[config.mk]
export PLATFORM = sky130hd
export DESIGN_NAME = fdtd_data_realign
export DESIGN_NICKNAME = d
export VERILOG_FILES = /design/src/rtl/fdtd_data_realign.sv
export SDC_FILE = /design/constraint.sdc
export NUM_CORES = 1
export LEC_CHECK = 0
export ABC_AREA = 1
export BUFFER_PORTS_ARGS = -buffer_cell sky130_fd_sc_hd__buf_4
export CAP_MARGIN = 0
export CORE_MARGIN = 2
export CORE_UTILIZATION = 50
export CTS_BUF_LIST = sky130_fd_sc_hd__clkbuf_4 sky130_fd_sc_hd__clkbuf_8
export DETAILED_ROUTE_END_ITERATION = 12
export GPL_TIMING_DRIVEN = 0
export MAX_ROUTING_LAYER = met4
export PLACE_DENSITY_LB_ADDON = 0.25
export SYNTH_ARGS = -nofsm -noshare
export SYNTH_HDL_FRONTEND = slang
export SYNTH_SLANG_ARGS = --single-unit
[constraint.sdc]
create_clock -name CLK -period 3.5 [get_ports CLK]
set_input_delay 0.525 -clock CLK [delete_from_list [all_inputs] [get_ports CLK]]
set_output_delay 0.525 -clock CLK [all_outputs]
set_load 0.05 [all_outputs]
[src/rtl/fdtd_data_realign.sv]
// Re-aligns two skewed FDTD operand streams into in-order A/B pairs.
// Each stream is buffered in its own FIFO; a pair leaves only when both heads are present.
module fdtd_data_realign #(
  parameter  int DATA_WIDTH = 32,
  parameter  int DEPTH      = 4,
  localparam int LVL_W      = $clog2(DEPTH) + 1
) (
  input  logic                  CLK,
  input  logic                  RST_N,
  input  logic                  clear_i,
  input  logic                  a_valid_i,
  input  logic [DATA_WIDTH-1:0] a_data_i,
  output logic                  a_ready_o,
  input  logic                  b_valid_i,
  input  logic [DATA_WIDTH-1:0] b_data_i,
  output logic                  b_ready_o,
  output logic                  out_valid_o,
  output logic [DATA_WIDTH-1:0] out_a_o,
  output logic [DATA_WIDTH-1:0] out_b_o,
  input  logic                  out_ready_i,
  output logic [LVL_W-1:0]      a_level_o,
  output logic [LVL_W-1:0]      b_level_o,
  output logic                  err_o
);

  localparam int PTR_W = $clog2(DEPTH);

  logic [DATA_WIDTH-1:0] aMem_q [DEPTH];
  logic [DATA_WIDTH-1:0] bMem_q [DEPTH];

  logic [PTR_W-1:0]      aWrPtr_q, aWrPtr_d, aRdPtr_q, aRdPtr_d;
  logic [PTR_W-1:0]      bWrPtr_q, bWrPtr_d, bRdPtr_q, bRdPtr_d;
  logic [LVL_W-1:0]      aLevel_q, aLevel_d, bLevel_q, bLevel_d;
  logic                  outValid_q, outValid_d;
  logic [DATA_WIDTH-1:0] outA_q, outA_d, outB_q, outB_d;
  logic                  err_q, err_d;

  logic aPush, bPush, pop;

  // Ready depends only on registered level, so a full FIFO never accepts even while popping.
  assign a_ready_o = (aLevel_q < LVL_W'(DEPTH));
  assign b_ready_o = (bLevel_q < LVL_W'(DEPTH));

  assign aPush = a_valid_i && a_ready_o;
  assign bPush = b_valid_i && b_ready_o;
  assign pop   = (aLevel_q != '0) && (bLevel_q != '0) && (!outValid_q || out_ready_i);

  always_comb begin
    aWrPtr_d   = aWrPtr_q;
    aRdPtr_d   = aRdPtr_q;
    bWrPtr_d   = bWrPtr_q;
    bRdPtr_d   = bRdPtr_q;
    aLevel_d   = aLevel_q + LVL_W'(aPush) - LVL_W'(pop);
    bLevel_d   = bLevel_q + LVL_W'(bPush) - LVL_W'(pop);
    outValid_d = outValid_q;
    outA_d     = outA_q;
    outB_d     = outB_q;
    err_d      = err_q | (a_valid_i & ~a_ready_o) | (b_valid_i & ~b_ready_o);

    if (aPush) aWrPtr_d = aWrPtr_q + PTR_W'(1);
    if (bPush) bWrPtr_d = bWrPtr_q + PTR_W'(1);

    if (pop) begin
      aRdPtr_d   = aRdPtr_q + PTR_W'(1);
      bRdPtr_d   = bRdPtr_q + PTR_W'(1);
      outA_d     = aMem_q[aRdPtr_q];
      outB_d     = bMem_q[bRdPtr_q];
      outValid_d = 1'b1;
    end else if (out_ready_i) begin
      outValid_d = 1'b0;
    end

    // Flush wins over everything on this edge; the output data registers keep their last value.
    if (clear_i) begin
      aWrPtr_d   = '0;
      aRdPtr_d   = '0;
      bWrPtr_d   = '0;
      bRdPtr_d   = '0;
      aLevel_d   = '0;
      bLevel_d   = '0;
      outValid_d = 1'b0;
      err_d      = 1'b0;
    end
  end

  always_ff @(posedge CLK) begin
    if (aPush && !clear_i) aMem_q[aWrPtr_q] <= a_data_i;
    if (bPush && !clear_i) bMem_q[bWrPtr_q] <= b_data_i;
  end

  always_ff @(posedge CLK or negedge RST_N) begin
    if (!RST_N) begin
      aWrPtr_q   <= '0;
      aRdPtr_q   <= '0;
      bWrPtr_q   <= '0;
      bRdPtr_q   <= '0;
      aLevel_q   <= '0;
      bLevel_q   <= '0;
      outValid_q <= 1'b0;
      outA_q     <= '0;
      outB_q     <= '0;
      err_q      <= 1'b0;
    end else begin
      aWrPtr_q   <= aWrPtr_d;
      aRdPtr_q   <= aRdPtr_d;
      bWrPtr_q   <= bWrPtr_d;
      bRdPtr_q   <= bRdPtr_d;
      aLevel_q   <= aLevel_d;
      bLevel_q   <= bLevel_d;
      outValid_q <= outValid_d;
      outA_q     <= outA_d;
      outB_q     <= outB_d;
      err_q      <= err_d;
    end
  end

  assign out_valid_o = outValid_q;
  assign out_a_o     = outA_q;
  assign out_b_o     = outB_q;
  assign a_level_o   = aLevel_q;
  assign b_level_o   = bLevel_q;
  assign err_o       = err_q;

endmodule

==> impl_metrics.ini, run 1 <==
[place]
place_area_sq_um = 15150
place_hpwl_microns = 18580
place.port_buffers = 143
gp_congestion = 0.7644
pre_cts_ws_ps = 1029

[sta]
relSlewSlack_pct = 23.52
fin_crit_ps = 2156
skew_ps = 28.18
hold_viol = 0
rsz0062_at_grt = false
worst_slack_ps = 1344
drv_slew = 0
setup_viol = 0
tightest_slew_ps = 1147
fmax_mhz = 463.7
period_share_pct = 61.61

[cts]
clock_latency_ps = 590
cts.clk_slew.worst_paths_ps = 60
cts_root_buf = clkbuf_8
cts_made_buffers = 54
ctsResizeCount = 0
holdBufCountCts = 0
h-tree-depth = 2
cts_tree = done
cts_setup_buffers = 0
clock_tree.buffer_depth = 3
cts_num_sinks = 336

[setup_path]
critPathLaunchType = flop
r2r_cells = 12
crit_path_end_kind = flop
cp_data_required_time_ps = 3940
path_class = reg -> reg
arrival_ps = 2600
cp_max_fo = 10

[die]
initial_core_util_pct = 51.16
rows = 59
fp.coreArea_sq_um = 26210
fp.dieW_microns = 167.8
die_h_microns = 167.8
dieArea_sq_um = 28140
boundaryPins = 144

[hold_path]
min_path_type = in -> reg
min_path_cells = 1

[power]
clock_power_share_pct = 25.1
p_leak_uw = 0.006795
combPwrFrac_pct = 39.0
switching_share_pct = 38.95
total_power_uw = 14370
pwr-share-seq_pct = 35.9
ir_drop_uv = 568.9
power_switching_uw = 5596
p_int_uw = 8771
pwr_density_cell_nw_per_um2 = 878.2

[route]
avgRoutedWirePerCell_microns = 17.38
dr.pass1.iters = 5
vias = 8587
antenna_left = 0
drtIter0Drc = 672
viasPerCell = 5.114
drc = 0
wl_microns = 29170

[yosys]
ys_ff_latch = 336
avgSynthCellArea_sq_um = 12.30
synth_ff_type = edfxtp_1
syn_area_sq_um = 13410
synth_top_cell_by_area = edfxtp_1
syn-num-nets = 1172
synth.most_common_cell = nand2_1
synth_edf_count = 256
yosysWarningCount = 0
synthTopCellsByCount = 416 x nand2_1, 256 x edfxtp_1, 136 x nand3_1
synth_area_leaders = edfxtp_1 57%, dfrtp_1 15%, nand2_1 12%, nand3_1 5.1%, o21ai_2 3.9%
syn_inst = 1090
synth_top_area_share_pct = 57.33
ys_seq_area_share_pct = 72.27
yosysUniqueCellTypes = 20
synthArstFlopShare_pct = 23.81

[grt]
grt_start_max_net_pins = 81
track_usage_pct = 21.62
grt_pass1_wl_microns = 45710
first_global_vias = 8456
grt_antenna_before_repair = 1
overflow = 0

[flow_run]
max_cap_viol_count = 0

[cells_and_area]
syn_to_final_growth_pct = 22.01
fillers = 2033
stdcell_area_sq_um = 16360
drive_gt1_share_pct = 28.22
nets = 1379

[outcome]
outcome = finished clean
-- power by group through the flow --
stage	Clock, uW	Combinational [uW]	Sequential [uW]
after global routing	3850	6080	5210
after detailed placement	0	5660	5230
after floorplan	0	2680	6510
final	3610	5600	5150
after global placement	0	5520	5220
after CTS	3670	5670	5150
-- cell families after synthesis --
kind of cell | Yosys count | synth area share (%)
AO/OA/AOI/OAI | 74 | 4.442
AND/OR/NAND/NOR | 574 | 17.39
flip-flops | 336 | 72.27
adder cells (fa/ha/maj) | 12 | 1.232
XOR/XNOR | 2 | 0.1307
buffers and inverters | 92 | 4.545
-- per-stage QoR --
stage | setup TNS, ps | utilization (%) | hold WS [ps] | std cells
after global routing | 0 | 62.43 | 103.0 | 1679
after floorplan | 0 | - | 229.4 | 1090
after detailed placement | 0 | 57.81 | 469.5 | 1576
after global placement | -103800 | 56.86 | 466.3 | 1568
final | 0 | 62.43 | 135.3 | 1679
after CTS | 0 | 62.42 | 99.61 | 1678
-- critical path, stage by stage (launching register included) --
cell     delay [ps]
dfrtp_1         440
nor2_1          140
nand2_1          90
nand3_2         100
buf_6           180
buf_6           170
nand2_1          60
nand2_1          70
ha_1            130
inv_1            50
fa_1            380
xor2_1          160
nor2_1           50
-- placed cells by master (no fill, tap or decap), types with 4 or more instances in the layout --
cell type,instances
buf_2,19
a21oi_1,4
inv_2,6
buf_4,149
inv_1,25
buf_6,29
clkbuf_4,25
o21ai_2,60
edfxtp_1,256
buf_16,4
clkbuf_8,65
ha_1,10
dfrtp_1,80
nand3_1,136
buf_12,4
nand2_1,416
clkbuf_1,5
o21ai_1,4
nor2_1,13
o21ai_0,6
clkinv_2,4
nor2_4,8
-- final cells by class --
cell class	count	area (sq um)	area share [%]
sequential	336	9689	59.23
multi-input combinational	662	3169	19.37
timing repair buffer	151	1264	7.725
clock buffer	90	1082	6.616
buffer	61	493.0	3.013
tap	335	419.2	2.562
clock inverter	12	123.9	0.7572
inverter	31	116.4	0.7113
antenna	1	2.502	0.01530
-- path summary, 6_finish.rpt --
kind / slack, ps / start / end
max: 1340 / b_level_o[1] / a_level_o[2]
min: 140 / b_data_i[10] / bMem_q[0][10]
max reg2reg: 1340 / b_level_o[1] / a_level_o[2]
min reg2reg: 480 / out_b_o[7] / out_b_o[7]
max in group asynchronous: 2590 / RST_N / out_b_o[10]
min in group asynchronous: 170 / RST_N / out_a_o[20]
-- flip-flops by register name (all words and copies together), names as in the netlist --
signal	count
a_level_o	3
bRdPtr_q	2
out_a_o	32
bWrPtr_q	2
aRdPtr_q	2
aMem_q	128
out_valid_o	1
aWrPtr_q	2
err_o	1
out_b_o	32
bMem_q	128
b_level_o	3
-- per-layer routing --
layer	routed length [microns]	up-vias	share of wire (%)	track usage, %
li1	-	4138	-	-
met1	12050	4146	41	27.15
met2	14850	266	51	36.45
met3	1874	37	6.4	4.325
met4	399	0	1.4	5.142
met5	0	-	0	-
Power figures use the tool's default switching activity.
==> run 2: changes to the inputs <==
==> constraint.sdc (replaced) <==
create_clock -name CLK -period 2.22 [get_ports CLK]
set_input_delay 0.333 -clock CLK [delete_from_list [all_inputs] [get_ports CLK]]
set_output_delay 0.333 -clock CLK [all_outputs]
set_load 0.05 [all_outputs]
==> impl_metrics.ini, run 2 (synthesis gave the netlist of run 1 again) <==
[setup_path]
arrival_ps = 2280
ff2ff_setup_slack_ps = 130
crit_path_end_kind = flop
critPathLaunchType = flop
path_class = reg -> reg
timing.rr.start = a_level_o[2]
timing.rr.end = aMem_q[3][19]
r2r_cells = 3
cp_data_required_time_ps = 2400
cp_max_fo = 32

[grt]
overflow = 0
grt_start_max_net_pins = 81
track_usage_pct = 21.96
grt_antenna_before_repair = 2
first_global_vias = 8907
grt_pass1_wl_microns = 46480

[cts]
h-tree-depth = 2
cts_tree = done
cts.clk_slew.worst_paths_ps = 60
cts_num_sinks = 336
cts_made_buffers = 53
cts_root_buf = clkbuf_8
clock_latency_ps = 590
clock_tree.buffer_depth = 3

[route]
vias = 8859
dr.pass1.iters = 5
drtIter0Drc = 541
antenna_left = 0
viasPerCell = 5.083
avgRoutedWirePerCell_microns = 17.08
wl_microns = 29770
drc = 0

[sta]
worst_slack_ps = 127.1
hold_viol = 0
skew_ps = 30.12
fmax_mhz = 477.8
period_share_pct = 94.27
drv_slew = 0
setup_viol = 0
rsz0062_at_grt = false
tightest_slew_ps = 1128
relSlewSlack_pct = 24.77
fin_crit_ps = 2093

[power]
switching_share_pct = 39.16
ir_drop_uv = 669.2
pwr_density_cell_nw_per_um2 = 1341
p_int_uw = 13830
pwr-share-seq_pct = 35.9
p_leak_uw = 0.007033
power_switching_uw = 8905
clock_power_share_pct = 24.7
combPwrFrac_pct = 39.4

[hold_path]
min_path_cells = 4
min_to = bRdPtr_q[1]
worstHoldStart = clear_i
min_path_type = in -> reg

[cells_and_area]
layout_commonest_cell = nand2_1
drive_gt1_share_pct = 27.33
utilization_pct = 64.73
nets = 1442
syn_to_final_growth_pct = 26.52
final_cell_mix = 414 x nand2_1, 256 x edfxtp_1, 151 x buf_4
top_regs = aMem_q (128), bMem_q (128)
final_cells = 1743

[die]
fp.dieW_microns = 167.8
rows = 59
initial_core_util_pct = 51.16
boundaryPins = 144
die_h_microns = 167.8
fp.coreArea_sq_um = 26210
dieArea_sq_um = 28140

[place]
pre_cts_ws_ps = -280.8
dpl.cell_count = 1572
place.port_buffers = 143
gp_congestion = 0.7466
place_hpwl_microns = 18230

[outcome]
outcome = finished clean

[flow_run]
max_cap_viol_count = 0
-- run 2: changes by cell type in the layout (fill, tap and decap cells not counted), sizes merged --
cell	before	now
diode	1	3
buf	207	206
dlygate4sd3	0	65
inv	33	31
clkinv	7	11
clkbuf	95	91
-- run 2: worst max path at each step --
stage / startpoint / endpoint / slack, ps / cells after the start
after CTS: a_level_o[2] / aMem_q[3][19] / 6 / 3
after global routing: b_level_o[2] / b_level_o[2] / 2 / 12
after floorplan: b_level_o[2] / bMem_q[0][0] / -180 / 5
after global placement: b_level_o[2] / bMem_q[2][10] / -590 / 5
after detailed placement: clear_i / aMem_q[2][12] / -280 / 5
final: a_level_o[2] / aMem_q[3][19] / 130 / 3
-- run 2: area by class of cell --
type	instances	area, sq um
Clock buffer	86	1046
Tap cell	335	419.2
Fill cell	1969	9243
Timing Repair Buffer	215	1854
Buffer	61	500.5
Antenna cell	3	7.507
Sequential cell	336	9694
Clock inverter	14	141.4
Inverter	31	116.4
Multi-Input combinational cell	662	3184
-- run 2: repair_timing --
item,CTS,global route
hold buffers,65,0
pin swaps,1,3
setup endpoints to repair,128,109
cloned,0,0
resized for setup,2,6
hold endpoints to repair,270,0
buffers inserted,0,3
-- run 2: through the flow --
stage / TNS, ps / power (uW) / hold slack, ps / cell area [sq um]
CTS: 0 / 22840 / 2.232 / 16900
global placement: -102160 / 16960 / 466.9 / 14940
detailed placement: -33250 / 17150 / 469.5 / 15060
floorplan: -23240 / 14490 / 37.41 / 13450
global route: 0 / 23940 / 15.55 / 16960
finish: 0 / 22740 / 34.86 / 16960
-- run 2: worst max-delay path: stages, from the launching register on --
cell	delay [ps]
dfrtp_2	460
nor2_4	190
nand2_2	170
nor2_4	860
-- run 2: per-layer routing --
layer | up-vias | global-route usage (%) | wire length, microns
met5 | - | - | 0
met4 | 0 | 7.637 | 699
met3 | 63 | 4.089 | 1933
li1 | 4263 | - | -
met2 | 313 | 35.18 | 14190
met1 | 4220 | 28.45 | 12940
-- run 2: power groups by stage --
stage	logic [uW]	registers (uW)	clock network, uW
5_1_grt	9730	8250	5960
6_report	8970	8160	5610
3_3_place_gp	8710	8260	0
3_5_place_dp	8870	8280	0
4_1_cts	8990	8160	5690
2_1_floorplan	4240	10300	0
